$ cat config.mk
export PLATFORM = sky130hd
export DESIGN_NAME = alu_issue_wb_flat
export DESIGN_NICKNAME = d
export VERILOG_FILES = /design/src/rtl/alu_issue_wb_if.sv /design/src/rtl/alu_issue_wb.sv /design/src/flat_wrapper.sv
export SDC_FILE = /design/constraint.sdc
export NUM_CORES = 1
export LEC_CHECK = 0
export ABC_AREA = 0
export BUFFER_PORTS_ARGS = -buffer_cell sky130_fd_sc_hd__buf_2
export CAP_MARGIN = 20
export CORE_MARGIN = 2
export CORE_UTILIZATION = 50
export CTS_CLUSTER_SIZE = 20
export DETAILED_ROUTE_END_ITERATION = 10
export GPL_TIMING_DRIVEN = 0
export PLACE_DENSITY = 0.73
export SYNTH_ARGS = -nofsm -noshare
export SYNTH_HDL_FRONTEND = slang
export SYNTH_SLANG_ARGS = --single-unit
$ cat constraint.sdc
create_clock -name clk -period 5.3 [get_ports clk]
set_clock_uncertainty 0.15 [all_clocks]
set_input_delay 0.53 -clock clk [delete_from_list [all_inputs] [get_ports clk]]
set_output_delay 0.53 -clock clk [all_outputs]
set_load 0.03 [all_outputs]
$ cat src/rtl/alu_issue_wb_if.sv
// Instruction issue handshake between an upstream producer and alu_issue_wb.
// The producer drives valid/instr; the issue block answers with ready.
interface alu_issue_wb_if;
   logic        in_valid;
   logic        in_ready;
   logic [15:0] in_instr;

   modport master (
      output in_valid,
      output in_instr,
      input  in_ready
   );

   modport slave (
      input  in_valid,
      input  in_instr,
      output in_ready
   );
endinterface

$ cat src/rtl/alu_issue_wb.sv
// Three-phase issue/writeback sequencer for an external combinational ALU:
// accept an instruction, present operands from a 4x16 register file, then write the result back.
module alu_issue_wb (
   input  logic                 clk,
   input  logic                 rst_n,
   alu_issue_wb_if.slave        if_in,
   input  logic                 i_ld_en,
   input  logic [1:0]           i_ld_addr,
   input  logic [15:0]          i_ld_data,
   input  logic [1:0]           i_rd_addr,
   output logic [15:0]          o_rd_data,
   output logic [15:0]          o_alu_a,
   output logic [15:0]          o_alu_b,
   output logic                 o_alu_c,
   output logic [2:0]           o_alu_opc,
   input  logic [15:0]          i_alu_w,
   input  logic                 i_alu_zero,
   input  logic                 i_alu_neg,
   output logic                 o_flag_z,
   output logic                 o_flag_n,
   output logic                 o_done
);

   typedef enum logic [1:0] {StIdle, StExec, StWb} state_e;

   state_e      r_state;
   state_e      w_state_d;
   logic [15:0] r_rf [4];
   // Only the decoded fields [15:6] are kept; the reserved bits never reach state.
   logic [9:0]  r_instr;
   logic [15:0] r_res;
   logic        r_pend_z;
   logic        r_pend_n;
   logic        r_flag_z;
   logic        r_flag_n;
   logic        r_done;

   logic        w_accept;
   logic [2:0]  w_opc;
   logic [1:0]  w_dst;
   logic [1:0]  w_src_a;
   logic [1:0]  w_src_b;
   logic        w_cin;
   logic        w_unused_rsvd;

   assign w_opc   = r_instr[9:7];
   assign w_dst   = r_instr[6:5];
   assign w_src_a = r_instr[4:3];
   assign w_src_b = r_instr[2:1];
   assign w_cin   = r_instr[0];

   assign w_unused_rsvd = ^if_in.in_instr[5:0];

   // Ready is masked by reset so nothing is offered while rst_n is held low.
   assign if_in.in_ready = (r_state == StIdle) && rst_n;
   assign w_accept       = if_in.in_valid && if_in.in_ready;

   always_comb begin
      w_state_d = r_state;
      o_alu_a   = '0;
      o_alu_b   = '0;
      o_alu_c   = 1'b0;
      o_alu_opc = '0;
      unique case (r_state)
         StIdle: begin
            if (w_accept) begin
               w_state_d = StExec;
            end
         end
         StExec: begin
            w_state_d = StWb;
            o_alu_a   = r_rf[w_src_a];
            o_alu_b   = r_rf[w_src_b];
            o_alu_c   = w_cin;
            o_alu_opc = w_opc;
         end
         StWb: begin
            w_state_d = StIdle;
         end
         default: begin
            w_state_d = StIdle;
         end
      endcase
   end

   always_ff @(posedge clk) begin
      if (!rst_n) begin
         r_state  <= StIdle;
         r_instr  <= '0;
         r_res    <= '0;
         r_pend_z <= 1'b0;
         r_pend_n <= 1'b0;
         r_flag_z <= 1'b0;
         r_flag_n <= 1'b0;
         r_done   <= 1'b0;
         for (int i = 0; i < 4; i++) begin
            r_rf[i] <= '0;
         end
      end else begin
         r_state <= w_state_d;
         r_done  <= 1'b0;
         if (r_state == StIdle) begin
            // A same-edge load lands before the EXEC operand read of the accepted instruction.
            if (i_ld_en) begin
               r_rf[i_ld_addr] <= i_ld_data;
            end
            if (w_accept) begin
               r_instr <= if_in.in_instr[15:6];
            end
         end
         if (r_state == StExec) begin
            r_res    <= i_alu_w;
            r_pend_z <= i_alu_zero;
            r_pend_n <= i_alu_neg;
         end
         if (r_state == StWb) begin
            r_rf[w_dst] <= r_res;
            r_flag_z    <= r_pend_z;
            r_flag_n    <= r_pend_n;
            r_done      <= 1'b1;
         end
      end
   end

   assign o_rd_data = r_rf[i_rd_addr];
   assign o_flag_z  = r_flag_z;
   assign o_flag_n  = r_flag_n;
   assign o_done    = r_done;

endmodule
$ cat src/flat_wrapper.sv
// flat-port wrapper written by rule: the top's interface ports become plain ports
module alu_issue_wb_flat 
  (clk, rst_n, i_ld_en, i_ld_addr, i_ld_data, i_rd_addr, o_rd_data, o_alu_a, o_alu_b, o_alu_c, o_alu_opc, i_alu_w, i_alu_zero, i_alu_neg, o_flag_z, o_flag_n, o_done, if_in_in_valid, if_in_in_instr, if_in_in_ready);
  alu_issue_wb_if if_in_i ();
  input  logic clk;
  input  logic rst_n;
  input  logic i_ld_en;
  input  logic [1:0] i_ld_addr;
  input  logic [15:0] i_ld_data;
  input  logic [1:0] i_rd_addr;
  output logic [15:0] o_rd_data;
  output logic [15:0] o_alu_a;
  output logic [15:0] o_alu_b;
  output logic o_alu_c;
  output logic [2:0] o_alu_opc;
  input  logic [15:0] i_alu_w;
  input  logic i_alu_zero;
  input  logic i_alu_neg;
  output logic o_flag_z;
  output logic o_flag_n;
  output logic o_done;
  input wire logic [$bits(if_in_i.in_valid)-1:0] if_in_in_valid;
  input wire logic [$bits(if_in_i.in_instr)-1:0] if_in_in_instr;
  output wire logic [$bits(if_in_i.in_ready)-1:0] if_in_in_ready;
  assign if_in_i.in_valid = if_in_in_valid;
  assign if_in_i.in_instr = if_in_in_instr;
  assign if_in_in_ready = if_in_i.in_ready;
  alu_issue_wb u_core (.clk(clk), .rst_n(rst_n), .if_in(if_in_i), .i_ld_en(i_ld_en), .i_ld_addr(i_ld_addr), .i_ld_data(i_ld_data), .i_rd_addr(i_rd_addr), .o_rd_data(o_rd_data), .o_alu_a(o_alu_a), .o_alu_b(o_alu_b), .o_alu_c(o_alu_c), .o_alu_opc(o_alu_opc), .i_alu_w(i_alu_w), .i_alu_zero(i_alu_zero), .i_alu_neg(i_alu_neg), .o_flag_z(o_flag_z), .o_flag_n(o_flag_n), .o_done(o_done));
endmodule
==> out/summary.txt, run 1 <==
status = finished, final reports clean
syn avg cell area = 12.6 um2
Skew-Pair Late Insertion Delay = 0.37 ns
met2 Use GR = 35.2%
DR WL/cell = 18.1 um
CORE AREA = 10,300 um2
hold buffer count at CTS = 0
worst-margin pin slew = 0.998 ns
Die Y = 107 um
max-slew violations = 0
initial core utilization = 51.2%
setup TNS = 0 ns
PostCTS Resize Cnt = 0
Max-Cap Viols = 0
CP delay by family, top = buffers and inverters
area grow syn2layout = 16.8%
Final setup viols = 0
Worst Slack Setup Final = 2.44 ns
vias in the first global route = 3,757
Top FF cell, synth = edfxtp_1
initial antenna violation count = 0
layout cell share with drive strength beyond 1 = 35.3%
die width = 107 um
Sink Count = 101
Unique masters post-synth = 34
grt ovf = 0
CTS tree = done
IO Pins = 114
port buffer count = 104
largest net degree at the start of global routing = 18
Final min period = 2.86 ns
pwr dens = 273 nW/um2
pre-CTS WS = 2.69 ns
Clock Tree Root = clkbuf_8
Final period util = 54.0%
Hold Violations, Final = 0
commonest non-fill, non-tap cell in the layout = buf_2
Final Net Count = 589
CP Launch Type = flop
register area share after synthesis = 50.6%
first-pass GRT wire length = 19,000 um
Slew HR = 33.5%
worst hold path class = in2reg
Crit Path Class = reg2out
FF+latch count, synth = 101
crit path max fanout = 10
Worst VDD drop = 0.185 mV
slowest cell on the critical path = dfxtp_1
worst-path cell chain = nor2b_1, clkbuf_8, clkbuf_1, and2_1, buf_2
GPL Wtd Cong = 0.849
Ys Warns = 0
Overall Global Routing Usage = 22.2%
Tot Pwr = 1.67 mW
Post-Synthesis Cells = 416
htree depth = 3
ys async rst share = 0%
number of fill cells = 891
critical path arrival = 2.18 ns
ANT cells = 0
commonest cells after routing, fill and taps aside = buf_2, nor2_1, edfxtp_1
Clk pin slew, worst setup/hold paths = 0.10 ns
post-CTS setup buffer count = 0
Post-synth EDFFs = 64
Initial DRC Count = 261
met3 GRT Util = 3.62%
vias = 3,750
routed vias/inst = 5.58
total CTS buffers = 9
row cnt = 37
CTS Buffer Depth = 2
worst path bufs/invs = 3
die area = 11,400 um2
post-synthesis net count = 474
post-synthesis cell area = 5260 um2
Fmax = 350 MHz
Pleak = 2.49 nW
drt pass-1 iters = 4
GRT busiest layer = met2
Post-DRT Antenna Nets = 0
DR DRC count = 0
Routed Wire Length = 12,200 um
GR Util met1 = 30.3%
Critical Path RT = 4.62 ns
crit path capture type = output port
CP peak stage delay = 0.57 ns
RSZ-0062 raised after global routing = false
DP Wirelength = 8860 um
==> state kept, by name, indices dropped and copies added, names as in the netlist, named ones only <==
name / count
u_core.r_pend_z: 1
u_core.r_state: 2
u_core.r_instr: 10
u_core.o_done: 1
u_core.r_rf: 64
u_core.o_flag_z: 1
u_core.r_pend_n: 1
u_core.r_res: 16
u_core.o_flag_n: 1
==> path summary, 6_finish.rpt <==
kind,depth (start not counted),endpoint,slack (ns),startpoint
worst max-delay path,5,o_alu_a[3],2.44,u_core.r_state[0]
worst min-delay path,3,u_core.r_instr[8],0.21,if_in_in_instr[14]
worst max register to register,4,u_core.r_rf[0][5],2.87,u_core.r_state[0]
worst min register to register,2,u_core.r_res[0],0.31,u_core.r_res[0]
==> cell families (layout without fill, tap and decap cells) <==
| logic type | after synthesis | in the layout | share of synthesized area, % |
|---|---|---|---|
| flip-flops | 101 | 101 | 50.6 |
| AND/OR/NAND/NOR | 177 | 177 | 15.9 |
| AO/OA/AOI/OAI | 50 | 50 | 6.47 |
| multiplexers | 50 | 50 | 21.8 |
| buffers and inverters | 38 | 158 | 5.21 |
==> final cells by class <==
class	count	area, um2	share of cell area, %
Timing Repair Buffer	104	520	8.48
Sequential cell	101	2660	43.4
Inverter	3	11.3	0.183
Clock buffer	10	138	2.24
Tap cell	136	170	2.77
Multi-Input combinational cell	277	2330	37.9
Clock inverter	6	45.0	0.734
Buffer	35	263	4.28
==> power by group <==
group / switching, mW / total, mW / internal (mW)
combinational: 0.174 / 0.307 / 0.133
clock: 0.270 / 0.457 / 0.186
sequential: 0.0285 / 0.911 / 0.882
total: 0.473 / 1.67 / 1.20
==> per-layer routing <==
layer / wire length (um) / up-vias / part of all wire [%]
li1: - / 1755 / -
met4: 305 / 0 / 2.5
met2: 5770 / 164 / 47
met5: 0 / - / 0
met1: 5170 / 1803 / 42
met3: 954 / 28 / 7.8
==> synthesized netlist by cell type, types with 3 or more instances <==
library cell / count / area [um2]
a22oi_1: 15 / 113
a21oi_1: 18 / 90.1
buf_2: 12 / 60.1
mux4_1: 12 / 315
clkbuf_1: 7 / 26.3
nand2_1: 58 / 218
mux4_2: 36 / 811
inv_1: 3 / 11.3
and2_1: 37 / 231
o21ai_0: 11 / 55.1
nand2b_1: 3 / 18.8
dfxtp_1: 37 / 741
buf_4: 7 / 52.6
nor2_1: 67 / 251
edfxtp_1: 64 / 1920
buf_6: 4 / 45.0
==> worst register-to-register path, cell delays in order, from the launching register on <==
cell and delay (ns):
dfxtp_1 0.57, nand4bb_2 0.27, a2bb2oi_4 0.32, buf_6 0.22
nand2_1 0.46
==> stage by stage <==
stage	instances	utilization, %	instance area (um2)	hold WS (ns)
final	672	59.7	6140	0.205
after CTS	672	59.7	6140	0.201
after global placement	656	57.9	5950	0.291
after detailed placement	656	57.9	5960	0.298
after global routing	672	59.7	6140	0.213
after floorplan	416	-	5260	0.281
No activity file was read; power rests on OpenSTA's default activity.
==> run 2, diff against run 1 <==
CORE_UTILIZATION = 49   (was 50)
PLACE_DENSITY = 0.75   (was 0.73)
clock period = 2.33 ns   (was 5.3 ns; I/O delays follow)
==> run 2 against run 1 <==
Critical path depth is the same. Worst hold slack lost 0.14 ns. Wire length grew 2.9%. Utilization grew 2.5 points. Non-clock buffer count grew 29. Global-route usage shrank 0.21 points. Combinational power grew 140%. Largest cell class unchanged.
==> out/summary.txt, run 2 (same netlist as run 1, synthesis figures left out) <==
Post-DRT Antenna Nets = 0 (unchanged)
Cells after DPL = 658 (was 656)
Max-Cap Viols = 0 (unchanged)
routed vias/inst = 5.44 (was 5.58)
Reg2Reg Setup Slack = 0.29 ns (was 2.87 ns)
layout cell share with drive strength beyond 1 = 35.0% (was 35.3%)
post-CTS setup buffer count = 0 (unchanged)
slowest cell on the critical path = mux4_2 (was dfxtp_1)
Sink Count = 101 (unchanged)
worst-path cell chain = buf_6, buf_12, mux4_2, and2_1, buf_2 (was nor2b_1, clkbuf_8, clkbuf_1, and2_1, buf_2)
area grow syn2layout = 22.7% (was 16.8%)
CP peak stage delay = 0.49 ns (was 0.57 ns)
worst hold path class = in2reg (unchanged)
initial core utilization = 50.7% (was 51.2%)
DR WL/cell = 17.9 um (was 18.1 um)
Critical Path RT = 1.95 ns (was 4.62 ns)
CTS tree = done (unchanged)
Final Net Count = 618 (was 589)
initial antenna violation count = 0 (unchanged)
drt pass-1 iters = 5 (was 4)
status = finished, final reports clean (unchanged)
GPL Wtd Cong = 0.834 (was 0.849)
Pleak = 2.60 nW (was 2.49 nW)
Skew-Pair Late Insertion Delay = 0.36 ns (was 0.37 ns)
vias in the first global route = 3,798 (was 3,757)
Clk pin slew, worst setup/hold paths = 0.08 ns (was 0.10 ns)
biggest regs = u_core.r_rf (64), u_core.r_res (16), u_core.r_instr (10) (unchanged)
worst-margin pin slew = 0.572 ns (was 0.998 ns)
port buffer count = 104 (unchanged)
row cnt = 37 (unchanged)
Comb power frac = 19.6% (was 18.3%)
DP Wirelength = 8850 um (was 8860 um)
Clock power frac = 26.3% (was 27.3%)
total CTS buffers = 9 (unchanged)
max-slew violations = 0 (unchanged)
Routed Wire Length = 12,600 um (was 12,200 um)
Initial DRC Count = 268 (was 261)
switching power = 1.05 mW (was 473 uW)
Overall Global Routing Usage = 22.0% (was 22.2%)
CP Launch Type = flop (unchanged)
Worst VDD drop = 0.345 mV (was 0.185 mV)
critical path arrival = 1.87 ns (was 2.18 ns)
max reg flops = 64 (unchanged)
RSZ-0062 raised after global routing = false (unchanged)
Layout Cells excl Fill = 701 (was 672)
sequential power share = 54.2% (was 54.4%)
DR DRC count = 0 (unchanged)
Final setup viols = 0 (unchanged)
ANT cells = 0 (unchanged)
Worst Slack Setup Final = 0.0723 ns (was 2.44 ns)
largest net degree at the start of global routing = 17 (was 18)
htree depth = 3 (unchanged)
Fmax = 443 MHz
CORE AREA = 10,400 um2 (was 10,300 um2)
Hold Violations, Final = 0 (unchanged)
Clock Tree Root = clkbuf_8 (unchanged)
IO Pins = 114 (unchanged)
CTS Buffer Depth = 2 (unchanged)
first-pass GRT wire length = 19,100 um (was 19,000 um)
pwr dens = 592 nW/um2 (was 273 nW/um2)
Die Y = 108 um (was 107 um)
Switching Share = 27.6% (was 28.2%)
grt ovf = 0 (unchanged)
Int Pwr = 2.77 mW (was 1.20 mW)
Final period util = 96.9%
Final min period = 2.26 ns
die width = 108 um (was 107 um)
pre-CTS WS = -0.0848 ns (was 2.69 ns)
Top reg by flops = u_core.r_rf (unchanged)
die area = 11,600 um2 (was 11,400 um2)
crit path capture type = output port (unchanged)
crit path max fanout = 10 (unchanged)
Slew HR = 61.9% (was 33.5%)
vias = 3,810 (was 3,750)
commonest cells after routing, fill and taps aside = buf_2, nor2_1, edfxtp_1 (unchanged)
Crit Path Class = reg2out (unchanged)
commonest non-fill, non-tap cell in the layout = buf_2 (unchanged)
==> run 2: per-layer routing <==
layer / track usage, % / share of wire [%]
met1: 28.5 / 42
met2: 36.9 / 51
met3: 4.42 / 6.9
met4: 7.78 / 0.88
met5: 0 / 0
==> run 2: path summary, 6_finish.rpt <==
check | startpoint | to | cells after the start
worst min-delay path | rst_n | u_core.r_instr[0] | 3
worst min register to register | u_core.r_res[11] | u_core.r_res[11] | 2
worst max register to register | u_core.r_state[1] | u_core.r_rf[0][1] | 5
worst max-delay path | flop | o_alu_a[14] | 5
==> run 2: stage by stage <==
| step | TNS [ns] | util (%) | power [mW] | area, um2 | hold slack (ns) |
|---|---|---|---|---|---|
| final | 0 | 62.2 | 3.82 | 6450 | 0.0667 |
| after global routing | 0 | 62.2 | 3.97 | 6450 | 0.0852 |
| after CTS | 0 | 61.9 | 3.83 | 6420 | 0.0615 |
| after detailed placement | -1.47 | 57.7 | 2.82 | 5990 | 0.284 |
| after global placement | -12.88 | 57.4 | 2.79 | 5950 | 0.278 |
| after floorplan | 0 | - | 2.59 | 5260 | 0.191 |
==> run 2: layout make-up <==
class / instances / area, um2
Multi-Input combinational cell: 277 / 2330
Sequential cell: 101 / 2660
Clock inverter: 5 / 33.8
Timing Repair Buffer: 135 / 856
Inverter: 3 / 11.3
Fill cell: 857 / 3920
Clock buffer: 11 / 141
Tap cell: 136 / 170
Buffer: 33 / 241
==> run 2: worst max-delay path, delay by kind of cell, from the launching register on <==
family | cells | cell delay (ns)
buffers and inverters | 3 | 0.50
flip-flops | 1 | 0.33
multiplexers | 1 | 0.49
AND/OR/NAND/NOR | 1 | 0.19
==> run 2: what timing repair did <==
action                                 CTS  global route
gates cloned                             0             1
setup endpoints to repair               62            42
endpoints found under the hold margin   32             0
gates resized for setup                  3             4
hold buffers                            28             0
==> run 2: power by group through the flow <==
stage | Clock [mW] | Sequential (mW) | Combinational [mW]
after floorplan | 0 | 2.09 | 0.507
after global placement | 0 | 2.10 | 0.693
after detailed placement | 0 | 2.11 | 0.710
after CTS | 1.02 | 2.07 | 0.743
after global routing | 1.08 | 2.08 | 0.802
final | 1.00 | 2.07 | 0.747
